## config.mk

```make
export PLATFORM = sky130hd
export DESIGN_NAME = tdm_demux4
export DESIGN_NICKNAME = d
export VERILOG_FILES = /design/src/rtl/tdm_demux4.sv
export SDC_FILE = /design/constraint.sdc
export NUM_CORES = 1
export LEC_CHECK = 0
export CORE_AREA = 2 2 42 44
export CTS_BUF_LIST = sky130_fd_sc_hd__clkbuf_4
export CTS_CLUSTER_SIZE = 28
export DETAILED_ROUTE_END_ITERATION = 7
export DIE_AREA = 0 0 44 46
export GPL_TIMING_DRIVEN = 0
export PLACE_DENSITY = 0.83
export SYNTH_ARGS = -nofsm -noshare
export SYNTH_HDL_FRONTEND = slang
export SYNTH_SLANG_ARGS = --single-unit
```

## constraint.sdc

```tcl
create_clock -name clk -period 2.1 [get_ports clk]
set_input_delay 0.42 -clock clk [delete_from_list [all_inputs] [get_ports clk]]
set_output_delay 0.42 -clock clk [all_outputs]
set_load 0.01 [all_outputs]
```

## src/rtl/tdm_demux4.sv

```systemverilog
// 1-to-4 time-division demultiplexer: steers each beat of a 4-beat frame into a registered channel output.
// Optional framing-error counter enabled by defining TDM_DEMUX_ERRCNT_EN.
module tdm_demux4 #(
   parameter int WIDTH = 1
) (
   input  logic             clk,
   input  logic             reset_n,
   input  logic [WIDTH-1:0] in_data,
   input  logic             in_valid,
   input  logic             in_sync,
   output logic [WIDTH-1:0] output1,
   output logic [WIDTH-1:0] output2,
   output logic [WIDTH-1:0] output3,
   output logic [WIDTH-1:0] output4,
   output logic [3:0]       out_valid,
   output logic             select1,
   output logic             select2,
   output logic             frame_done,
   output logic             locked,
   output logic             sync_err,
   output logic [7:0]       err_count
);

   typedef enum logic {
      HUNT   = 1'b0,
      LOCKED = 1'b1
   } state_t;

   state_t     state;
   state_t     state_nxt;
   logic [1:0] slot;
   logic [1:0] slot_nxt;

   logic [3:0] vld_p0;
   logic [1:0] sel_p0;
   logic       done_p0;
   logic       err_p0;

   // stage 0: decode the incoming beat against the framing state
   always_comb begin
      state_nxt = state;
      slot_nxt  = slot;
      vld_p0    = 4'b0000;
      sel_p0    = {select1, select2};
      done_p0   = 1'b0;
      err_p0    = 1'b0;
      if (in_valid) begin
         case (state)
            HUNT: begin
               if (in_sync) begin
                  vld_p0    = 4'b0001;
                  sel_p0    = 2'd0;
                  slot_nxt  = 2'd1;
                  state_nxt = LOCKED;
               end
            end
            LOCKED: begin
               if (in_sync) begin
                  // a sync always realigns to slot 0; early ones are flagged
                  vld_p0   = 4'b0001;
                  sel_p0   = 2'd0;
                  slot_nxt = 2'd1;
                  err_p0   = (slot != 2'd0);
               end else if (slot == 2'd0) begin
                  err_p0    = 1'b1;
                  slot_nxt  = 2'd0;
                  state_nxt = HUNT;
               end else begin
                  vld_p0   = 4'b0001 << slot;
                  sel_p0   = slot;
                  slot_nxt = slot + 2'd1;
                  done_p0  = (slot == 2'd3);
               end
            end
            default: begin
               state_nxt = HUNT;
               slot_nxt  = 2'd0;
            end
         endcase
      end
   end

   always_ff @(posedge clk or negedge reset_n) begin
      if (!reset_n) begin
         state <= HUNT;
         slot  <= 2'd0;
      end else begin
         state <= state_nxt;
         slot  <= slot_nxt;
      end
   end

   // stage 1: registered channel data and strobes
   always_ff @(posedge clk or negedge reset_n) begin
      if (!reset_n) begin
         output1    <= '0;
         output2    <= '0;
         output3    <= '0;
         output4    <= '0;
         out_valid  <= 4'b0000;
         select1    <= 1'b0;
         select2    <= 1'b0;
         frame_done <= 1'b0;
         sync_err   <= 1'b0;
      end else begin
         if (vld_p0[0]) output1 <= in_data;
         if (vld_p0[1]) output2 <= in_data;
         if (vld_p0[2]) output3 <= in_data;
         if (vld_p0[3]) output4 <= in_data;
         out_valid  <= vld_p0;
         select1    <= sel_p0[1];
         select2    <= sel_p0[0];
         frame_done <= done_p0;
         sync_err   <= err_p0;
      end
   end

   assign locked = (state == LOCKED);

`ifdef TDM_DEMUX_ERRCNT_EN
   function automatic logic [7:0] sat_inc8(input logic [7:0] v);
      return (v == 8'hFF) ? v : v + 8'd1;
   endfunction

   logic [7:0] err_cnt_q;

   always_ff @(posedge clk or negedge reset_n) begin
      if (!reset_n) begin
         err_cnt_q <= 8'd0;
      end else if (err_p0) begin
         err_cnt_q <= sat_inc8(err_cnt_q);
      end
   end

   assign err_count = err_cnt_q;
`else
   assign err_count = 8'd0;
`endif

endmodule

```

==> results.json <==
{
  "status": "finished, final reports clean",
  "worst_pin_slew_ns": 0.605,
  "ioPinCount": 26,
  "critPathCaptureType": "output pin",
  "crit_chain": "clkdlybuf4s50_1",
  "most-common-layout-cells": "16 x clkdlybuf4s50_1, 14 x dfrtp_1, 9 x buf_4",
  "syn-instance-count": 59,
  "startpoint_type": "register",
  "ys_ff_latch": 14,
  "worst_clock_skew_ns": 0.00597,
  "cts_setup_buffers": 0,
  "grt-ovfl-total": 0,
  "gp_congestion": 0.791,
  "wirelength_mm": 1.12,
  "htreeDepth": 1,
  "cts_buffers": 3,
  "critPathArrivalTime_ns": 1.38,
  "setup_viol": 0,
  "netlist_area_um2": 731,
  "slew_viol_final": 0,
  "p_per_area_nw_per_um2": 981,
  "nets": 98,
  "ir_drop_uv": 452,
  "hold_slack_ns": 0.486,
  "detailed_place_hpwl_um": 890,
  "mostFrequentLayoutCell": "clkdlybuf4s50_1",
  "path_clk_slew_ns": 0.09,
  "insertion_delay_ns": 0.27,
  "clock_sinks": 14,
  "drive_gt1_frac": 0.221,
  "core_area_um2": 1610,
  "firstDrtPassIters": 2,
  "synthAdderAreaFrac": 0.103,
  "fin_crit_sh": 0.859,
  "drt_iter0_markers": 5,
  "p_leak_nw": 0.478,
  "crit_family": "buffers and inverters",
  "antenna_found_initial": 0,
  "ant_nets": 0,
  "yosysWarnings": 0,
  "crit_buf_inv": 1,
  "std_cell_rows": 15,
  "grt_first_pass_wirelength_mm": 1.68,
  "slew_headroom": 0.595,
  "drv_cap": 0,
  "hold_class": "register to register",
  "cpPeakStageDelay_ns": 0.60,
  "fin_cells": 103,
  "synth-compound-area-share": 0.0856,
  "hold_buffers": 0,
  "root_buffer": "clkbuf_4",
  "critPathKind": "register to output pin",
  "die_w_um": 44,
  "n_antenna_cell": 0,
  "cts_tree": "built",
  "grt_max_degree": 15,
  "muxShareOfSynthArea": 0.0616,
  "via_count": 474,
  "cp_max_fo": 8,
  "start_util": 0.453,
  "grt_pass1_vias": 390,
  "tns_ns": 0,
  "fmax_mhz": 554,
  "rsz0062_at_grt": "false",
  "wl_per_cell_um": 10.9,
  "ys_seq_area_frac": 0.479,
  "period_minus_slack_ns": 1.80,
  "synthXorXnorAreaFrac": 0,
  "io_buffers": 16,
  "dp.cells": 99,
  "cts.path.max_buffers": 2,
  "crit_path_top_delay_cell": "clkdlybuf4s50_1",
  "synthToLayoutAreaGrowth_pct": 32.0,
  "grtUsageTotal": 0.118,
  "cp.required_ns": 1.68,
  "die_h_um": 46,
  "dieArea_um2": 2020,
  "hold_violations": 0,
  "cts_resized": 0,
  "avgSynthCellArea_um2": 12.4,
  "drc": 0,
  "synthSimpleGateAreaFrac": 0.146,
  "synth_top_family_by_area": "simple AND/OR/NAND/NOR gates",
  "ys_types": 20,
  "viasPerCell": 4.60
}
## power breakdown
| group | switching (mW) | internal (mW) | leakage (nW) |
|---|---|---|---|
| combinational | 0.156 | 0.226 | 0.286 |
| clock | 0.0835 | 0.0686 | 0.0154 |
| sequential | 0.0649 | 0.346 | 0.176 |
| total | 0.305 | 0.641 | 0.478 |
## final timing paths
kind                                     start                     end  slack [ns]  cells after the start
max                         locked$_DFFE_PN0P_                  locked        0.30                      1
min                        output3$_DFFE_PN0P_     output3$_DFFE_PN0P_        0.49                      1
max reg2reg                slot[0]$_DFFE_PN0P_     select1$_DFFE_PN0P_        0.70                      5
min reg2reg                output3$_DFFE_PN0P_     output3$_DFFE_PN0P_        0.49                      1
max in group asynchronous              reset_n  out_valid[2]$_DFF_PN0_        1.18                      1
min in group asynchronous              reset_n  out_valid[0]$_DFF_PN0_        0.52                      1
## cell families after synthesis
| group | Yosys count |
|---|---|
| other cells | 1 |
| flops | 14 |
| simple gates | 11 |
| compound gates | 9 |
| mux | 4 |
| buf+inv | 14 |
| fa+ha+maj | 6 |
## flip-flops by register name, indices dropped and copies added (netlist names)
register    cells
output4         1
out_valid       3
output2         1
select2         1
output3         1
slot            2
sync_err        1
select1         1
output1         1
locked          1
frame_done      1
## synthesized netlist by cell type
library cell,instances,area [um2]
buf_2,1,5.00
buf_4,9,67.6
nor2_1,3,11.3
nand3_1,1,5.00
dfrtp_1,14,350
o31a_1,1,8.76
and2_1,1,6.26
and3b_1,1,8.76
o21ai_0,3,15.0
inv_1,4,15.0
a22oi_1,2,15.0
o2bb2ai_1,2,17.5
nand2_4,1,11.3
a31oi_1,1,6.26
conb_1,1,3.75
nor3b_4,3,56.3
mux2_1,2,22.5
mux2_2,2,22.5
ha_1,6,75.1
or2b_1,1,7.51
## through the flow
stage / setup slack [ns] / util / total power, mW / area (um2)
2_1_floorplan: 0.824 / - / 0.624 / 757
3_3_place_gp: 0.250 / 0.581 / 0.789 / 938
3_5_place_dp: 0.249 / 0.581 / 0.803 / 938
4_1_cts: 0.298 / 0.598 / 0.953 / 965
5_1_grt: 0.237 / 0.598 / 1.01 / 965
6_report: 0.296 / 0.598 / 0.946 / 965
## metal layers
| layer | vias to the layer above | share of wire | global-route usage |
|---|---|---|---|
| met5 | - | 0 | 0 |
| met4 | 0 | 0 | 0.0364 |
| met3 | 0 | 0.095 | 0.0516 |
| met2 | 19 | 0.49 | 0.203 |
| met1 | 218 | 0.42 | 0.132 |
| li1 | 237 | - | - |
## area by class of cell
| type | count | area [um2] |
|---|---|---|
| well taps | 17 | 21.3 |
| fillers | 138 | 649 |
| clock buffers | 3 | 22.5 |
| inverters | 4 | 15.0 |
| clock inverters | 1 | 3.75 |
| flip-flops and latches | 14 | 350 |
| multi-input cells | 38 | 319 |
| repair buffers | 16 | 160 |
| plain buffers | 10 | 72.6 |
Power figures use the tool's default switching activity.
